$ cat src/rtl/insn_fetch_pkg.sv
// Shared CPU definitions for the instruction fetch unit: FSM states, trap codes,
// opcode constants and immediate classification.
package insn_fetch_pkg;

   typedef enum logic [2:0] {
      ST_IDLE  = 3'd0,
      ST_FETCH = 3'd1,
      ST_WAIT  = 3'd2,
      ST_OPC   = 3'd3,
      ST_LEB   = 3'd4,
      ST_DONE  = 3'd5,
      ST_TRAP  = 3'd6
   } state_e;

   typedef enum logic [1:0] {
      IMM_NONE = 2'd0,
      IMM_I32  = 2'd1,
      IMM_I64  = 2'd2,
      IMM_U32  = 2'd3
   } imm_kind_e;

   localparam logic [3:0] TRAP_NONE         = 4'd0;
   localparam logic [3:0] TRAP_MEM          = 4'd1;
   localparam logic [3:0] TRAP_LEB_OVERLONG = 4'd2;

   localparam logic [7:0] OP_BR         = 8'h0C;
   localparam logic [7:0] OP_BR_IF      = 8'h0D;
   localparam logic [7:0] OP_CALL       = 8'h10;
   localparam logic [7:0] OP_LOCAL_GET  = 8'h20;
   localparam logic [7:0] OP_LOCAL_SET  = 8'h21;
   localparam logic [7:0] OP_LOCAL_TEE  = 8'h22;
   localparam logic [7:0] OP_GLOBAL_GET = 8'h23;
   localparam logic [7:0] OP_GLOBAL_SET = 8'h24;
   localparam logic [7:0] OP_I32_CONST  = 8'h41;
   localparam logic [7:0] OP_I64_CONST  = 8'h42;

   // Opcode byte plus the longest immediate (10 LEB bytes).
   localparam int WIN_BYTES   = 11;
   localparam int FETCH_EXTRA = WIN_BYTES - 1;

   function automatic imm_kind_e classify_opcode(input logic [7:0] op);
      imm_kind_e k;
      case (op)
         OP_I32_CONST:  k = IMM_I32;
         OP_I64_CONST:  k = IMM_I64;
         OP_BR, OP_BR_IF, OP_CALL, OP_LOCAL_GET, OP_LOCAL_SET,
         OP_LOCAL_TEE, OP_GLOBAL_GET, OP_GLOBAL_SET: k = IMM_U32;
         default:       k = IMM_NONE;
      endcase
      return k;
   endfunction

   function automatic logic [3:0] leb_max_bytes(input imm_kind_e k);
      logic [3:0] m;
      case (k)
         IMM_I64:  m = 4'd10;
         IMM_NONE: m = 4'd0;
         default:  m = 4'd5;
      endcase
      return m;
   endfunction

endpackage

$ cat src/rtl/insn_fetch_leb128_step.sv
// One LEB128 byte step: accumulate 7 payload bits at shift 7*idx, detect the
// final byte, sign/zero-extend on it and flag a continuation on the last legal byte.
module leb128_step
   import insn_fetch_pkg::*;
(
   input  logic [63:0] acc_in,
   input  logic [7:0]  byte_in,
   input  logic [3:0]  idx,
   input  imm_kind_e   kind,
   output logic [63:0] acc_out,
   output logic        last,
   output logic        overlong
);

   logic [6:0]  shamt;
   logic [6:0]  top_bit;
   logic [63:0] sum;
   logic [63:0] ext;

   always_comb begin
      shamt    = 7'(idx) * 7'd7;
      top_bit  = shamt + 7'd6;
      sum      = acc_in | ({57'b0, byte_in[6:0]} << shamt);
      last     = ~byte_in[7];
      overlong = byte_in[7] && (idx == leb_max_bytes(kind) - 4'd1);
      ext      = sum;
      // Bits above top_bit are still zero, so OR-ing ones in performs the extension.
      if (last && (kind != IMM_U32) && (top_bit < 7'd63) && sum[top_bit[5:0]]) begin
         ext = sum | (64'hFFFF_FFFF_FFFF_FFFF << (top_bit + 7'd1));
      end
      case (kind)
         IMM_I32: acc_out = last ? {{32{ext[31]}}, ext[31:0]} : ext;
         IMM_U32: acc_out = last ? {32'b0, ext[31:0]} : ext;
         default: acc_out = ext;
      endcase
   end

endmodule

$ cat src/rtl/insn_fetch.sv
// Instruction fetch/decode front end: reads an 11-byte ROM window at pc, decodes
// the opcode and its LEB128 immediate one byte per cycle, and hands off via valid/ready.
module insn_fetch
   import insn_fetch_pkg::*;
#(
   parameter int MEM_DEPTH = 4,
   parameter int MEM_EXTRA = 4
)(
   input  logic                          clk,
   input  logic                          reset,
   input  logic                          start,
   input  logic [MEM_DEPTH:0]            pc,
   output logic                          busy,
   output logic [MEM_DEPTH:0]            mem_addr,
   output logic [MEM_EXTRA-1:0]          mem_extra,
   input  logic [(2**MEM_EXTRA)*8-1:0]   mem_data,
   input  logic                          mem_error,
   output logic                          out_valid,
   input  logic                          out_ready,
   output logic [7:0]                    opcode,
   output logic [63:0]                   imm,
   output logic [MEM_DEPTH:0]            next_pc,
   output logic [3:0]                    trap
);

   localparam int AW = MEM_DEPTH + 1;
   localparam int DW = (2**MEM_EXTRA) * 8;

   state_e          state_q, state_d;
   logic [AW-1:0]   pc_q, pc_d;
   logic [7:0]      win_q [WIN_BYTES];
   logic [7:0]      win_d [WIN_BYTES];
   logic [7:0]      opcode_q, opcode_d;
   logic [63:0]     imm_q, imm_d;
   logic [AW-1:0]   next_pc_q, next_pc_d;
   logic [3:0]      trap_q, trap_d;
   logic [3:0]      leb_idx_q, leb_idx_d;
   imm_kind_e       kind_q, kind_d;

   logic [7:0]      leb_byte;
   logic [63:0]     step_acc;
   logic            step_last;
   logic            step_overlong;
   logic            fetching;
   logic            unused_hi;

   assign unused_hi = ^mem_data[DW-1:8*WIN_BYTES];

   // Window byte 0 is the opcode; LEB byte i sits at window byte i+1.
   assign leb_byte = win_q[4'(leb_idx_q + 4'd1)];

   leb128_step u_leb (
      .acc_in   (imm_q),
      .byte_in  (leb_byte),
      .idx      (leb_idx_q),
      .kind     (kind_q),
      .acc_out  (step_acc),
      .last     (step_last),
      .overlong (step_overlong)
   );

   // The opcode is classified straight off mem_data at the WAIT edge so that a
   // no-immediate instruction is valid after edge 2; OPC consumes the first LEB byte.
   always_comb begin
      state_d   = state_q;
      pc_d      = pc_q;
      win_d     = win_q;
      opcode_d  = opcode_q;
      imm_d     = imm_q;
      next_pc_d = next_pc_q;
      trap_d    = trap_q;
      leb_idx_d = leb_idx_q;
      kind_d    = kind_q;
      case (state_q)
         ST_IDLE: begin
            if (start) begin
               pc_d    = pc;
               state_d = ST_FETCH;
            end
         end
         ST_FETCH: state_d = ST_WAIT;
         ST_WAIT: begin
            for (int k = 0; k < WIN_BYTES; k++) begin
               win_d[k] = mem_data[8*k +: 8];
            end
            opcode_d  = mem_data[7:0];
            imm_d     = '0;
            leb_idx_d = '0;
            kind_d    = classify_opcode(mem_data[7:0]);
            if (mem_error) begin
               trap_d  = TRAP_MEM;
               state_d = ST_TRAP;
            end else if (kind_d == IMM_NONE) begin
               next_pc_d = pc_q + AW'(1);
               state_d   = ST_DONE;
            end else begin
               state_d = ST_OPC;
            end
         end
         ST_OPC, ST_LEB: begin
            imm_d     = step_acc;
            leb_idx_d = leb_idx_q + 4'd1;
            if (step_overlong) begin
               trap_d  = TRAP_LEB_OVERLONG;
               state_d = ST_TRAP;
            end else if (step_last) begin
               next_pc_d = pc_q + AW'(leb_idx_q) + AW'(2);
               state_d   = ST_DONE;
            end else begin
               state_d = ST_LEB;
            end
         end
         ST_DONE: begin
            if (out_ready) state_d = ST_IDLE;
         end
         ST_TRAP: state_d = ST_TRAP;
         default: state_d = ST_IDLE;
      endcase
   end

   always_ff @(posedge clk or negedge reset) begin
      if (!reset) begin
         state_q   <= ST_IDLE;
         pc_q      <= '0;
         for (int k = 0; k < WIN_BYTES; k++) win_q[k] <= '0;
         opcode_q  <= '0;
         imm_q     <= '0;
         next_pc_q <= '0;
         trap_q    <= TRAP_NONE;
         leb_idx_q <= '0;
         kind_q    <= IMM_NONE;
      end else begin
         state_q   <= state_d;
         pc_q      <= pc_d;
         for (int k = 0; k < WIN_BYTES; k++) win_q[k] <= win_d[k];
         opcode_q  <= opcode_d;
         imm_q     <= imm_d;
         next_pc_q <= next_pc_d;
         trap_q    <= trap_d;
         leb_idx_q <= leb_idx_d;
         kind_q    <= kind_d;
      end
   end

   assign fetching  = (state_q == ST_FETCH) || (state_q == ST_WAIT);
   assign busy      = (state_q != ST_IDLE);
   assign out_valid = (state_q == ST_DONE);
   assign mem_addr  = fetching ? pc_q : '0;
   assign mem_extra = fetching ? MEM_EXTRA'(FETCH_EXTRA) : '0;
   assign opcode    = opcode_q;
   assign imm       = imm_q;
   assign next_pc   = next_pc_q;
   assign trap      = trap_q;

endmodule
$ cat config.mk
export PLATFORM = sky130hd
export DESIGN_NAME = insn_fetch
export DESIGN_NICKNAME = d
export VERILOG_FILES = /design/src/rtl/insn_fetch_pkg.sv /design/src/rtl/insn_fetch_leb128_step.sv /design/src/rtl/insn_fetch.sv
export SDC_FILE = /design/constraint.sdc
export NUM_CORES = 1
export LEC_CHECK = 0
export CORE_UTILIZATION = 25
export CTS_CLUSTER_DIAMETER = 120
export DETAILED_ROUTE_END_ITERATION = 16
export DONT_BUFFER_PORTS = 1
export HOLD_SLACK_MARGIN = 0.03
export MAX_ROUTING_LAYER = met4
export PLACE_DENSITY = 0.49
export REMOVE_ABC_BUFFERS = 1
export SYNTH_ARGS = -nofsm -noshare
export SYNTH_HDL_FRONTEND = slang
export SYNTH_SLANG_ARGS = --single-unit
export TNS_END_PERCENT = 30
$ cat constraint.sdc
create_clock -name clk -period 7.3 [get_ports clk]
set_input_delay 1.825 -clock clk [delete_from_list [all_inputs] [get_ports clk]]
set_output_delay 1.825 -clock clk [all_outputs]
set_load 0.01 [all_outputs]
== Word level (Yosys, flattened, before mapping) ==
Cells that the tools add are included.
Cells by class
  add/subtract/negate cells: 7
  multipliers: 1
  magnitude comparators: 3
  equal/unequal tests: 29
  shifts and indexed selects: 2
  multiplexer cells: 31
  bitwise operators: 4
  reduce and logical (&&, ||, !) cells: 16
Operator list (count)
  $pmux W64 S2: 2
  $mux W64: 3
  $or A64 B64 Y64: 2
  $shl A64 B7 Y64 const A: 1
  $shl A7 B7 Y64: 1
  $eq A8 B6 Y1 const B: 5
  $bmux W8 S4: 1
  $mux W5: 5
  $pmux W4 S2: 3
  $pmux W3 S6: 1
  $eq A8 B4 Y1 const B: 2
  $eq A8 B7 Y1 const B: 2
  $mux W8: 2
  $ne A2 B2 Y1 const B: 8
  $mux W3: 4
  $mux W4: 3
  $pmux W5 S2: 1
  $eq A3 B3 Y1 const B: 3
  $eq A8 B5 Y1 const B: 1
  $reduce_or A8 Y1: 1
  $add A7 B1 Y7 const B: 1
  $add A7 B3 Y7 const B: 1
  $lt A6 B7 Y1 const B: 1
  $lt A7 B6 Y1 const B: 1
  29 further kinds: 38
Word-level totals
  register bits after elaboration: 175
  bits of input ports: 138
  output and inout port bits: 92

== Depth between registers and ports, before layout ==
  word-level depth: 14
  depth in mapped cells: 23
  mapped depth without buffers: 15

== Modules after synthesis ==
From an unflattened synthesis, not the netlist that was laid out.
Unflattened totals
  cell total of the unflattened synthesis: 1328
  area total of the unflattened synthesis: 10759.1 µm²
Modules (own cells, without submodules)
  insn_fetch: instances 1, cells each 882, area an instance 7980.2 µm², seq. area each 4329.2 µm²
  leb128_step: instances 1, cells each 446, area an instance 2778.9 µm², seq. area each 0.0 µm²

== Worst setup path after synthesis ==
Ideal clock, no wire load.
  kind: reg2reg
  from: register leb_idx_q[0]
  to: register imm_q[51], in the netlist imm[51]
  arrival time: 4372 ps
  setup slack: 2806 ps
  cell stages (with the launch flop): 22
  buffers on the path: 7
  cell sequence: dfrtp_1 > buf_6 > buf_12 > buf_6 > buf_6 > inv_2 > clkbuf_1 > ha_1 > inv_1 > ha_1 > fa_1 > xor2_1 > buf_1 > o2111ai_1 > o2111ai_2 > nor2_2 > and3_2 > nor2_8 > buf_6 > a211o_1 > nand3_1 > a32o_1
On the way
  cells in the longest elaborated chain, start to end: 14
  elaborated cells between the ends (all ways): 24
RTL lines
  start, declared: line insn_fetch.sv:37  | logic [3:0] leb_idx_q, leb_idx_d;
  start signal, assigned: line insn_fetch.sv:140  | leb_idx_q <= leb_idx_d;
  parallel branches: the longest is 12 deep, another holds $mul A4 B3 Y7
  $pmux W64 S2 (*): line insn_fetch_leb128_step.sv:31  | case (kind)
  $pmux W64 S2 (*): line insn_fetch.sv:74  | case (state_q)
  end signal, assigned: line insn_fetch.sv:137  | imm_q <= imm_d;
  end, declared: line insn_fetch.sv:34  | logic [63:0] imm_q, imm_d;
Mark *: on every way between the ends. The select of a mux whose other input is x is not followed.
A chain may end at the register's enable or synchronous reset.

== Worst setup path after layout ==
  from: register leb_idx_q[1]
  to: register imm_q[53], in the netlist imm[53]
Same word-level chain as after synthesis.

==> impl_metrics.prom <==
# TYPE chip_impl_metric gauge
chip_impl_info{name="slowest_stage",value="sky130_fd_sc_hd__o211ai_2"} 1
chip_impl_info{name="clk_root_buffer_cell",value="sky130_fd_sc_hd__clkbuf_16"} 1
chip_impl_metric{name="floorplan.die.height",unit="um"} 209
chip_impl_info{name="yosys_most_used_dff",value="sky130_fd_sc_hd__dfrtp_1"} 1
chip_impl_metric{name="post_drt_via_cell_ratio",unit=""} 5.30
chip_impl_metric{name="fp.dieW",unit="um"} 209
chip_impl_info{name="timing.critical_path.max_delay_family",value="compound AO/OA/AOI/OAI gates"} 1
chip_impl_metric{name="track_usage",unit="%"} 19.0
chip_impl_metric{name="clock_net_sink_count",unit=""} 173
chip_impl_metric{name="avgSynthCellArea",unit="um2"} 8.63
chip_impl_metric{name="post-route-drc-count",unit=""} 0
chip_impl_metric{name="final_core_util",unit="%"} 27.8
chip_impl_metric{name="cts-buffers-inserted",unit=""} 17
chip_impl_metric{name="synth_warnings",unit=""} 0
chip_impl_metric{name="setup_total_negative_slack",unit="ps"} 0
chip_impl_metric{name="synth_sequential_area_ratio",unit="%"} 40.2
chip_impl_metric{name="io_buffer_count",unit=""} 0
chip_impl_metric{name="rr_worst_depth",unit=""} 14
chip_impl_metric{name="clock_latency_on_the_worst_skew_pair",unit="ps"} 470
chip_impl_metric{name="area_growth_syn_to_layout",unit="%"} 8.92
chip_impl_info{name="gr-max-usage-layer",value="met2"} 1
chip_impl_metric{name="grt_pass1_wl",unit="mm"} 60.0
chip_impl_metric{name="report.final.setup_viol",unit=""} 0
chip_impl_metric{name="final.min_clock_period",unit="ps"} 5410
chip_impl_metric{name="yosys.cell_types.count",unit=""} 96
chip_impl_metric{name="count_of_flip_flops_with_a_built_in_enable_after_synthesis",unit=""} 0
chip_impl_metric{name="timing.reg2reg.setup_slack",unit="ps"} 1890
chip_impl_metric{name="critical_path.n_buffers_inverters",unit=""} 3
chip_impl_metric{name="cts.hold.buffers_added",unit=""} 0
chip_impl_metric{name="min_hold_slack",unit="ps"} 469
chip_impl_metric{name="yosys_register_bits",unit=""} 173
chip_impl_metric{name="worst-slew-pin-transition",unit="ps"} 1110
chip_impl_metric{name="finish.instance_area",unit="um2"} 11700
chip_impl_info{name="crit_path_frequent_cell",value="sky130_fd_sc_hd__buf_4"} 1
chip_impl_metric{name="path_depth",unit=""} 14
chip_impl_info{name="cts_tree",value="built"} 1
chip_impl_metric{name="skew",unit="ps"} 16.0
chip_impl_metric{name="postPlaceCellArea",unit="um2"} 11100
chip_impl_metric{name="fp-row-count",unit=""} 75
chip_impl_metric{name="timing.final.hold_violations",unit=""} 0
chip_impl_metric{name="first_global_vias",unit=""} 9151
chip_impl_metric{name="max_cap_violations",unit=""} 0
chip_impl_metric{name="nets",unit=""} 1359
chip_impl_info{name="setup.worst_path.end_class",value="flop"} 1
chip_impl_metric{name="worst_setup_hold_path_clk_slew",unit="ps"} 90
chip_impl_metric{name="crit_required",unit="ps"} 7680
chip_impl_metric{name="final_slew_violations",unit=""} 0
chip_impl_metric{name="placeableCoreArea",unit="um2"} 42200
chip_impl_metric{name="boundaryPins",unit=""} 230
chip_impl_metric{name="cp_data_arrival_time",unit="ps"} 5790
chip_impl_metric{name="die_area",unit="um2"} 43900
chip_impl_metric{name="vias",unit=""} 9249
chip_impl_metric{name="post_cts_resized",unit=""} 0
chip_impl_metric{name="grtUsageMet2",unit="%"} 28.0
chip_impl_info{name="rsz0062_at_grt",value="false"} 1
chip_impl_info{name="critPathKind",value="reg2reg"} 1
chip_impl_metric{name="place.detailed.hpwl",unit="mm"} 28.1
chip_impl_info{name="cp-start-kind",value="flop"} 1
chip_impl_metric{name="routed_wirelength",unit="mm"} 39.9
chip_impl_metric{name="drt_pass1_iterations",unit=""} 5
chip_impl_metric{name="synth_async_sr_flop_share",unit="%"} 100
chip_impl_metric{name="final_layout_size_suffix_gt1_share",unit="%"} 11.3
chip_impl_metric{name="timing.final.crit_share",unit="%"} 74.1
chip_impl_info{name="result_of_the_run",value="finished clean"} 1
chip_impl_metric{name="globalRouteMet1Util",unit="%"} 25.2
chip_impl_metric{name="pin_count_of_the_biggest_net_entering_global_routing",unit=""} 174
chip_impl_metric{name="clock_tree.buffer_depth",unit=""} 2
chip_impl_metric{name="clock_tree.htree_level_count",unit=""} 4
chip_impl_info{name="hold_path_class",value="reg2reg"} 1
chip_impl_metric{name="holdPathStages",unit=""} 2
chip_impl_metric{name="globalRouteOverflowTotal",unit=""} 0
chip_impl_metric{name="synthCells",unit=""} 1247
chip_impl_metric{name="grt_antenna_before_repair",unit=""} 1
chip_impl_metric{name="drt_iter0_markers",unit=""} 698
chip_impl_metric{name="place.gp.congestion",unit=""} 0.933
chip_impl_metric{name="critical-path-max-stage-delay",unit="ps"} 760
chip_impl_metric{name="route.antenna.remaining_nets",unit=""} 0
chip_impl_metric{name="postCtsSetupBuffers",unit=""} 0
chip_impl_metric{name="timing.max_slew.rel_slack",unit="%"} 25.4
chip_impl_metric{name="wire_per_inst",unit="um"} 22.8
chip_impl_metric{name="grt.met3_usage",unit="%"} 5.84
chip_impl_info{name="critical_path.cell_chain",value="buf_4, inv_1, ha_2, buf_4, nor2_2, a22oi_1, o211ai_2, nand2_1, a2111oi_4, o221a_4, nor2_8, a31oi_2, nor2_1, a311oi_1"} 1
chip_impl_metric{name="achievable-frequency",unit="GHz"} 0.185
chip_impl_metric{name="start_util",unit="%"} 25.5
chip_impl_metric{name="crit_path_max_fanout",unit=""} 19
chip_impl_metric{name="synth_area",unit="um2"} 10800
final timing paths:
kind	end	startpoint
worst max-delay path	imm[53]	leb_idx_q[1]
worst min-delay path	win_q[12]	win_q[12]
worst max register to register	imm[53]	leb_idx_q[1]
worst min register to register	win_q[12]	win_q[12]
max in group asynchronous	next_pc[2]	reset
min in group asynchronous	win_q[42]	reset
synthesized netlist by cell type, types with 4 or more instances:
cell / n / share of area (%)
sky130_fd_sc_hd__o21ai_1: 10 / 0.47
sky130_fd_sc_hd__o2bb2ai_1: 4 / 0.33
sky130_fd_sc_hd__or3_1: 4 / 0.23
sky130_fd_sc_hd__xor2_1: 10 / 0.81
sky130_fd_sc_hd__nor2_1: 96 / 3.3
sky130_fd_sc_hd__mux4_2: 16 / 3.3
sky130_fd_sc_hd__a22oi_1: 5 / 0.35
sky130_fd_sc_hd__nor4_1: 6 / 0.35
sky130_fd_sc_hd__xnor2_1: 8 / 0.65
sky130_fd_sc_hd__inv_1: 27 / 0.94
sky130_fd_sc_hd__a2111oi_0: 4 / 0.33
sky130_fd_sc_hd__o22ai_1: 5 / 0.29
sky130_fd_sc_hd__mux2_2: 19 / 2.0
sky130_fd_sc_hd__a211o_1: 5 / 0.41
sky130_fd_sc_hd__buf_1: 6 / 0.21
sky130_fd_sc_hd__o21ai_0: 57 / 2.7
sky130_fd_sc_hd__a31oi_1: 10 / 0.58
sky130_fd_sc_hd__nand4_1: 10 / 0.58
sky130_fd_sc_hd__o31ai_1: 15 / 1.0
sky130_fd_sc_hd__buf_2: 12 / 0.56
sky130_fd_sc_hd__fa_1: 4 / 0.74
sky130_fd_sc_hd__o221ai_1: 5 / 0.41
sky130_fd_sc_hd__nor2_2: 4 / 0.23
sky130_fd_sc_hd__o21a_1: 4 / 0.28
sky130_fd_sc_hd__nor3_1: 16 / 0.74
sky130_fd_sc_hd__nand2b_1: 5 / 0.29
sky130_fd_sc_hd__a32o_1: 4 / 0.37
sky130_fd_sc_hd__nand2_1: 342 / 12
sky130_fd_sc_hd__nand3_1: 12 / 0.56
sky130_fd_sc_hd__or2_2: 5 / 0.29
sky130_fd_sc_hd__buf_4: 23 / 1.6
sky130_fd_sc_hd__o22ai_2: 4 / 0.47
sky130_fd_sc_hd__dfrtp_1: 173 / 40
sky130_fd_sc_hd__mux2i_1: 16 / 1.5
sky130_fd_sc_hd__o211ai_1: 5 / 0.35
sky130_fd_sc_hd__clkbuf_1: 45 / 1.6
sky130_fd_sc_hd__ha_1: 24 / 2.8
sky130_fd_sc_hd__buf_6: 9 / 0.94
sky130_fd_sc_hd__a211oi_1: 12 / 0.84
sky130_fd_sc_hd__a221oi_1: 15 / 1.2
sky130_fd_sc_hd__a21oi_1: 96 / 4.5
sky130_fd_sc_hd__and2_1: 10 / 0.58
sky130_fd_sc_hd__a21o_1: 6 / 0.42
sky130_fd_sc_hd__a22o_1: 4 / 0.33
worst reg2reg max path, cell delays in order (launching register included):
cell                        delay (ps)
sky130_fd_sc_hd__dfrtp_1           360
sky130_fd_sc_hd__buf_4             200
sky130_fd_sc_hd__inv_1             280
sky130_fd_sc_hd__ha_2              470
sky130_fd_sc_hd__buf_4             310
sky130_fd_sc_hd__nor2_2            550
sky130_fd_sc_hd__a22oi_1           260
sky130_fd_sc_hd__o211ai_2          760
sky130_fd_sc_hd__nand2_1           260
sky130_fd_sc_hd__a2111oi_4         440
sky130_fd_sc_hd__o221a_4           290
sky130_fd_sc_hd__nor2_8             70
sky130_fd_sc_hd__a31oi_2           580
sky130_fd_sc_hd__nor2_1            250
sky130_fd_sc_hd__a311oi_1          240
cells in the final DEF, fill, tap and decap left out, types with 6 or more instances in the layout:
| cell | instances |
|---|---|
| sky130_fd_sc_hd__and2_1 | 9 |
| sky130_fd_sc_hd__a211oi_1 | 12 |
| sky130_fd_sc_hd__mux2i_1 | 16 |
| sky130_fd_sc_hd__xnor2_1 | 8 |
| sky130_fd_sc_hd__buf_4 | 22 |
| sky130_fd_sc_hd__a221oi_1 | 15 |
| sky130_fd_sc_hd__a21oi_1 | 96 |
| sky130_fd_sc_hd__ha_1 | 23 |
| sky130_fd_sc_hd__nor3_1 | 16 |
| sky130_fd_sc_hd__nor4_1 | 6 |
| sky130_fd_sc_hd__mux4_2 | 16 |
| sky130_fd_sc_hd__nor2_1 | 96 |
| sky130_fd_sc_hd__o21ai_1 | 9 |
| sky130_fd_sc_hd__a31oi_1 | 10 |
| sky130_fd_sc_hd__o31ai_1 | 15 |
| sky130_fd_sc_hd__nand4_1 | 10 |
| sky130_fd_sc_hd__a21o_1 | 6 |
| sky130_fd_sc_hd__mux2_2 | 19 |
| sky130_fd_sc_hd__o21ai_0 | 57 |
| sky130_fd_sc_hd__nand2_1 | 341 |
| sky130_fd_sc_hd__clkbuf_16 | 17 |
| sky130_fd_sc_hd__inv_1 | 27 |
| sky130_fd_sc_hd__nand3_1 | 12 |
| sky130_fd_sc_hd__dfrtp_1 | 172 |
| sky130_fd_sc_hd__clkinv_8 | 8 |
| sky130_fd_sc_hd__xor2_1 | 10 |
state kept, by name (all words and copies together), names as in the netlist:
signal,count
leb_idx_q,4
win_q,80
opcode,8
imm,64
pc_q,5
state_q,3
trap,2
next_pc,5
kind_q,2
metal layers:
metal  up-vias  wire, um
met3        41      3530
met1      4567     18100
met2       378     17700
met4         0       527
met5         -         0
li1       4263         -
cell families (layout without fill, tap and decap cells):
kind of cell,count (synthesis),after routing,share of synthesized area [%]
other,1,5,0.0348
adders and majority gates,28,28,3.53
DFF,173,173,40.2
muxes,52,52,7.07
and+or+nand+nor,534,534,21.3
buffers and inverters,126,82,6.14
xor gates and xnor gates,18,18,1.46
AOI/OAI and AO/OA,315,315,20.3
final cells by class:
class | instances | area [um2]
inverters | 28 | 105
multi-input cells | 951 | 5810
flip-flops and latches | 173 | 4330
clock buffers | 17 | 425
clock inverters | 15 | 211
fillers | 4577 | 30500
diodes | 1 | 2.50
well taps | 539 | 674
repair buffers | 22 | 165
metrics by stage:
stage               cells  setup slack, ps
global route         1746             1670
detailed placement   1713             1930
floorplan            1152             1150
global placement     1713             2040
CTS                  1745             1920
finish               1746             1890
Power is left out: the tool's default activity adds up to more than one toggle a clock period on the data nets, which glitch-free logic cannot reach.
